===== src/rtl/uart_rx_cmd_decoder.sv =====
// Command decoder behind the UART receiver: parses AA/BB/CC/DD frames into
// register-file accesses and ALU operations, and pushes results byte-wise to the TX FIFO.
module uart_rx_cmd_decoder #(
    parameter int ADDR_W = 4,
    parameter int DATA_W = 8
) (
    input  logic                  clk,
    input  logic                  rst,
    input  logic                  rx_valid,
    input  logic [DATA_W-1:0]     rx_data,
    output logic                  rf_wr_en,
    output logic                  rf_rd_en,
    output logic [ADDR_W-1:0]     rf_addr,
    output logic [DATA_W-1:0]     rf_wr_data,
    input  logic                  rf_rd_valid,
    input  logic [DATA_W-1:0]     rf_rd_data,
    output logic                  alu_en,
    output logic [3:0]            alu_fun,
    output logic                  clk_gate_en,
    input  logic                  alu_out_valid,
    input  logic [2*DATA_W-1:0]   alu_out,
    input  logic                  res_full,
    output logic                  res_wr_en,
    output logic [DATA_W-1:0]     res_data,
    output logic                  cmd_err
);

    localparam logic [3:0] IDLE     = 4'd0;
    localparam logic [3:0] WR_ADDR  = 4'd1;
    localparam logic [3:0] WR_DATA  = 4'd2;
    localparam logic [3:0] RD_ADDR  = 4'd3;
    localparam logic [3:0] RD_WAIT  = 4'd4;
    localparam logic [3:0] OP_A     = 4'd5;
    localparam logic [3:0] OP_B     = 4'd6;
    localparam logic [3:0] ALU_FUN  = 4'd7;
    localparam logic [3:0] ALU_WAIT = 4'd8;
    localparam logic [3:0] RES_LSB  = 4'd9;
    localparam logic [3:0] RES_MSB  = 4'd10;

    localparam logic [DATA_W-1:0] OPC_WR  = DATA_W'(8'hAA);
    localparam logic [DATA_W-1:0] OPC_RD  = DATA_W'(8'hBB);
    localparam logic [DATA_W-1:0] OPC_ALU = DATA_W'(8'hCC);
    localparam logic [DATA_W-1:0] OPC_FUN = DATA_W'(8'hDD);

    logic [3:0]          state_r;
    logic [3:0]          state_nxt_s;
    logic                err_s;
    logic                gate_nxt_s;
    logic [2*DATA_W-1:0] res_hold_r;

    // Next-state, protocol-error and clock-gate decode.
    // Result states are entered with the first push already issued when the FIFO has room,
    // so RES_LSB / RES_MSB only hold what is still waiting for space.
    always_comb begin
        state_nxt_s = state_r;
        err_s       = 1'b0;
        case (state_r)
            IDLE: begin
                if (rx_valid) begin
                    if (rx_data == OPC_WR) begin
                        state_nxt_s = WR_ADDR;
                    end else if (rx_data == OPC_RD) begin
                        state_nxt_s = RD_ADDR;
                    end else if (rx_data == OPC_ALU) begin
                        state_nxt_s = OP_A;
                    end else if (rx_data == OPC_FUN) begin
                        state_nxt_s = ALU_FUN;
                    end else begin
                        err_s = 1'b1;
                    end
                end else begin
                    state_nxt_s = IDLE;
                end
            end
            WR_ADDR:  state_nxt_s = rx_valid ? WR_DATA : WR_ADDR;
            WR_DATA:  state_nxt_s = rx_valid ? IDLE : WR_DATA;
            RD_ADDR:  state_nxt_s = rx_valid ? RD_WAIT : RD_ADDR;
            RD_WAIT: begin
                err_s = rx_valid;
                if (rf_rd_valid) begin
                    state_nxt_s = res_full ? RES_MSB : IDLE;
                end else begin
                    state_nxt_s = RD_WAIT;
                end
            end
            OP_A:     state_nxt_s = rx_valid ? OP_B : OP_A;
            OP_B:     state_nxt_s = rx_valid ? ALU_FUN : OP_B;
            ALU_FUN:  state_nxt_s = rx_valid ? ALU_WAIT : ALU_FUN;
            ALU_WAIT: begin
                err_s = rx_valid;
                if (alu_out_valid) begin
                    state_nxt_s = res_full ? RES_LSB : RES_MSB;
                end else begin
                    state_nxt_s = ALU_WAIT;
                end
            end
            RES_LSB: begin
                err_s       = rx_valid;
                state_nxt_s = res_full ? RES_LSB : RES_MSB;
            end
            RES_MSB: begin
                err_s       = rx_valid;
                state_nxt_s = res_full ? RES_MSB : IDLE;
            end
            default: state_nxt_s = IDLE;
        endcase
        gate_nxt_s = (state_nxt_s == ALU_FUN) || (state_nxt_s == ALU_WAIT) ||
                     ((state_nxt_s == OP_A) && (state_r != OP_A));
    end

    // State register and registered outputs.
    always_ff @(posedge clk) begin
        if (rst) begin
            state_r     <= IDLE;
            rf_wr_en    <= 1'b0;
            rf_rd_en    <= 1'b0;
            rf_addr     <= '0;
            rf_wr_data  <= '0;
            alu_en      <= 1'b0;
            alu_fun     <= 4'd0;
            clk_gate_en <= 1'b0;
            res_wr_en   <= 1'b0;
            res_data    <= '0;
            cmd_err     <= 1'b0;
            res_hold_r  <= '0;
        end else begin
            state_r     <= state_nxt_s;
            clk_gate_en <= gate_nxt_s;
            cmd_err     <= err_s;
            rf_wr_en    <= 1'b0;
            rf_rd_en    <= 1'b0;
            alu_en      <= 1'b0;
            res_wr_en   <= 1'b0;
            case (state_r)
                WR_ADDR: begin
                    if (rx_valid) rf_addr <= rx_data[ADDR_W-1:0];
                end
                WR_DATA: begin
                    if (rx_valid) begin
                        rf_wr_en   <= 1'b1;
                        rf_wr_data <= rx_data;
                    end
                end
                RD_ADDR: begin
                    if (rx_valid) begin
                        rf_rd_en <= 1'b1;
                        rf_addr  <= rx_data[ADDR_W-1:0];
                    end
                end
                RD_WAIT: begin
                    // A read result travels in the upper byte so RES_MSB serves both paths.
                    if (rf_rd_valid) begin
                        res_hold_r <= {rf_rd_data, {DATA_W{1'b0}}};
                        if (!res_full) begin
                            res_wr_en <= 1'b1;
                            res_data  <= rf_rd_data;
                        end
                    end
                end
                OP_A: begin
                    if (rx_valid) begin
                        rf_wr_en   <= 1'b1;
                        rf_addr    <= ADDR_W'(0);
                        rf_wr_data <= rx_data;
                    end
                end
                OP_B: begin
                    if (rx_valid) begin
                        rf_wr_en   <= 1'b1;
                        rf_addr    <= ADDR_W'(1);
                        rf_wr_data <= rx_data;
                    end
                end
                ALU_FUN: begin
                    if (rx_valid) begin
                        alu_en  <= 1'b1;
                        alu_fun <= rx_data[3:0];
                    end
                end
                ALU_WAIT: begin
                    if (alu_out_valid) begin
                        res_hold_r <= alu_out;
                        if (!res_full) begin
                            res_wr_en <= 1'b1;
                            res_data  <= alu_out[DATA_W-1:0];
                        end
                    end
                end
                RES_LSB: begin
                    if (!res_full) begin
                        res_wr_en <= 1'b1;
                        res_data  <= res_hold_r[DATA_W-1:0];
                    end
                end
                RES_MSB: begin
                    if (!res_full) begin
                        res_wr_en <= 1'b1;
                        res_data  <= res_hold_r[2*DATA_W-1:DATA_W];
                    end
                end
                default: ;
            endcase
        end
    end

endmodule


===== config.mk =====
export PLATFORM = sky130hd
export DESIGN_NAME = uart_rx_cmd_decoder
export DESIGN_NICKNAME = d
export VERILOG_FILES = /design/src/rtl/uart_rx_cmd_decoder.sv
export SDC_FILE = /design/constraint.sdc
export NUM_CORES = 1
export LEC_CHECK = 0
export BUFFER_PORTS_ARGS = -buffer_cell sky130_fd_sc_hd__buf_2
export CORE_MARGIN = 4
export CORE_UTILIZATION = 39
export CTS_BUF_LIST = sky130_fd_sc_hd__clkbuf_8
export CTS_CLUSTER_DIAMETER = 30
export DETAILED_ROUTE_END_ITERATION = 6
export PLACE_DENSITY = 0.62
export SKIP_CTS_REPAIR_TIMING = 1
export SLEW_MARGIN = 5
export SYNTH_ARGS = -nofsm -noshare
export SYNTH_HDL_FRONTEND = slang
export SYNTH_SLANG_ARGS = --single-unit

===== constraint.sdc =====
create_clock -name clk -period 1.61 [get_ports clk]
set_input_delay 0.322 -clock clk [delete_from_list [all_inputs] [get_ports clk]]
set_output_delay 0.322 -clock clk [all_outputs]
set_load 0.1 [all_outputs]

==> summary.txt <==
STA
  – Max-slew violation total from the final report: 0
  – Worst Max-Slew Pin Slew: 0.4959 ns
  – Final WS setup: 0.02457 ns
  – Fin Hold WS: 0.2818 ns
  – Final number of setup-violating endpoints: 0
  – Rel. slew slack: 67.17%
  – Max Clock Freq: 630.7 MHz
  – Worst Clk Skew: 0.008664 ns
  – Fin crit share: 98.47%
  – Final-report hold violation count: 0
  – Final min period: 1.585 ns
  – RSZ-0062 raised after global routing: yes

Route
  – WL final: 7.142 mm
  – Initial DRT Pass Iterations: 4
  – DR iter-0 viols: 121
  – Via count of the routed design: 2,312
  – Remaining routing DRC violations: 0
  – Vias per inst: 5.161
  – Avg WL per Cell: 15.94 um
  – Antenna viol nets, final: 0

Pwr
  – Pwr dens: 635.8 nW/um^2
  – Pleak: 1.451 nW
  – Worst vdd ir: 0.0004192 V

Synth
  – Cell area after synthesis: 2542 sq um
  – Syn Area/Cell: 9.313 sq um
  – Mux cell area share after synthesis: 14.96%
  – Most common flop cell mapped by yosys: dfxtp_1
  – Compound-cell area share of the yosys netlist: 17.37%
  – Distinct cells, synth: 48
  – Xor/xnor cell area share of the yosys netlist: 0.6890%
  – Mapped Nets: 311
  – Seq cells post-synth: 50
  – Synth Area in Adders: 0%
  – Simple logic cell fraction of the synthesized area: 22.19%
  – FFs w/ async S/R, synth: 0%
  – Synth warn: 0
  – Post-synth EDFFs: 0
  – Synth Instances: 273
  – Post-synthesis sequential area ratio: 39.37%
  – Largest family of logic cells by synthesized area: simple AND/OR/NAND/NOR gates

GRT
  – Largest net degree at the start of global routing: 33
  – Total Routing Usage GR: 17.98%
  – Number of global-route vias before repair: 2,232
  – Gr ovfl total: 0
  – Initial antenna violation count: 0
  – First-pass GRT wire length: 10.90 mm

Floorplan
  – Core footprint: 6350 sq um
  – Die Area: 7875 sq um
  – Die X: 88.74 um
  – Initial Util: 40.04%
  – I/O pins: 68
  – Cell Rows: 29
  – Die Span Y: 88.74 um

Status
  – Status: finished clean

Critical path
  – Reg2Reg Depth: 7
  – Arr. time, crit path: 1.79 ns
  – CP max FO: 6
  – R2R Path End: state_r[1]
  – Crit path kind: reg -> reg
  – Reg2reg start: state_r[3]
  – Worst Path Required: 1.82 ns
  – FF-to-FF setup slack: 0.02 ns
  – Startpoint types: flip-flop
  – Setup crit end kind: flip-flop
  – Worst setup path start: state_r[3]
  – CP endpoint: state_r[1]

Clock network
  – Clock Sink Count: 50
  – Worst-skew pair later-pin latency: 0.30 ns
  – Root buffer cell: clkbuf_8
  – Bufs on Longest Clock Path: 2
  – CTS clk-pin slew, worst paths: 0.09 ns
  – CTS tree: yes
  – CTS H-tree lvls: 2
  – TritonCTS buffer count: 5

Cells and area
  – Final nets: 408
  – Layout Cells excl Fill: 448
  – Most frequent cells in the layout: buf_2 (67), dfxtp_1 (47), nor2_1 (34), buf_4 (34), mux2i_1 (28)
  – Layout cells sized above 1: 41.78%
  – Commonest non-fill, non-tap cell in the layout: buf_2
  – FILL cells: 592
  – Final core area utilization: 54.05%
  – Synth-to-layout area growth: 34.99%
  – # diodes: 0

Flow run
  – MaxCap Viol Count: 0

Place
  – Placer Congestion: 0.8991
  – Final HPWL DP: 5.217 mm
  – Dpl cells: 432
  – Place WS: -0.05938 ns
  – # port buffers: 67

Hold path
  – Hold Path Class: in -> reg
[sequential cells by signal, indices dropped and copies added (netlist names)]
name         cells
res_wr_en        1
rf_wr_en         1
res_data         8
alu_fun          4
alu_en           1
rf_wr_data       8
clk_gate_en      1
cmd_err          1
res_hold_r      16
rf_addr          4
state_r          4
rf_rd_en         1
[stage by stage]
stage	power, mW	instance area [sq um]	setup TNS [ns]
after global placement	1.469	3176	-0.09076
after detailed placement	1.471	3176	-0.3354
final	2.182	3432	0
after CTS	2.208	3266	-0.8429
after global routing	2.268	3432	-0.2219
after floorplan	1.368	2542	0
[logic make-up after synthesis]
family,after synthesis
compound gates,59
xor+xnor,2
buf+inv,25
flops,50
mux,37
simple gates,100
[layout make-up]
type	count	area [sq um]	share of cell area, %
well taps	77	96.34	2.807
multi-input cells	198	1444	42.07
flip-flops and latches	50	1010	29.42
clock buffers	5	68.82	2.005
clock inverters	3	21.27	0.6198
repair buffers	112	780.7	22.75
inverters	3	11.26	0.3281
[routing by layer]
metal,global-route usage (%),vias up,wire [um]
li1,-,1173,-
met4,4.808,0,53
met1,22.73,1090,3203
met2,30.63,44,3594
met3,4.190,5,290
met5,0,-,0
[how the worst min path moves through the flow]
stage / from / to / slack, ns / cells past startpoint
after global placement: rf_addr[3] / rf_addr[3] / 0.45 / 2
after CTS: rx_data[5] / rf_wr_data[5] / 0.27 / 3
after detailed placement: rf_addr[3] / rf_addr[3] / 0.45 / 2
final: alu_out[5] / res_hold_r[5] / 0.28 / 3
after floorplan: rst / state_r[3] / 0.40 / 1
after global routing: alu_out[4] / res_hold_r[4] / 0.27 / 3
[critical path: stages (launching register included)]
cell,delay (ns)
dfxtp_4,0.37
buf_6,0.13
buf_6,0.11
nand3b_1,0.07
a211o_1,0.14
a21bo_1,0.20
a211o_2,0.32
and2b_1,0.15
[cell usage after synthesis (2+ instances only)]
cell       number  area, sq um
nand2_1         9        33.78
nand2b_1       15        93.84
inv_1           3        11.26
nand3_1        11        55.05
buf_1           2        7.510
nor2_1         34        127.6
dfxtp_1        50         1001
and2b_1         2        15.01
nand4bb_1       4        45.04
o22ai_1         8        50.05
and3_1          3        18.77
buf_6           3        33.78
buf_2           8        40.04
a21oi_1        19        95.09
xnor2_1         2        17.52
o21ai_0         2        10.01
a31oi_1         2        12.51
buf_4           3        22.52
a211oi_2        2        25.02
a211oi_1        7        52.55
mux2_2          8        90.09
a2bb2oi_1       8        70.07
nor3_1          4        20.02
clkbuf_1        6        22.52
nand3b_1        2        15.01
nor2b_1         6        37.54
mux2i_1        29        290.3
[where the power goes]
part | switching [mW] | internal (mW)
logic | 0.114 | 0.0915
registers | 0.00146 | 1.24
clock network | 0.433 | 0.306
Power figures use the tool's default switching activity.
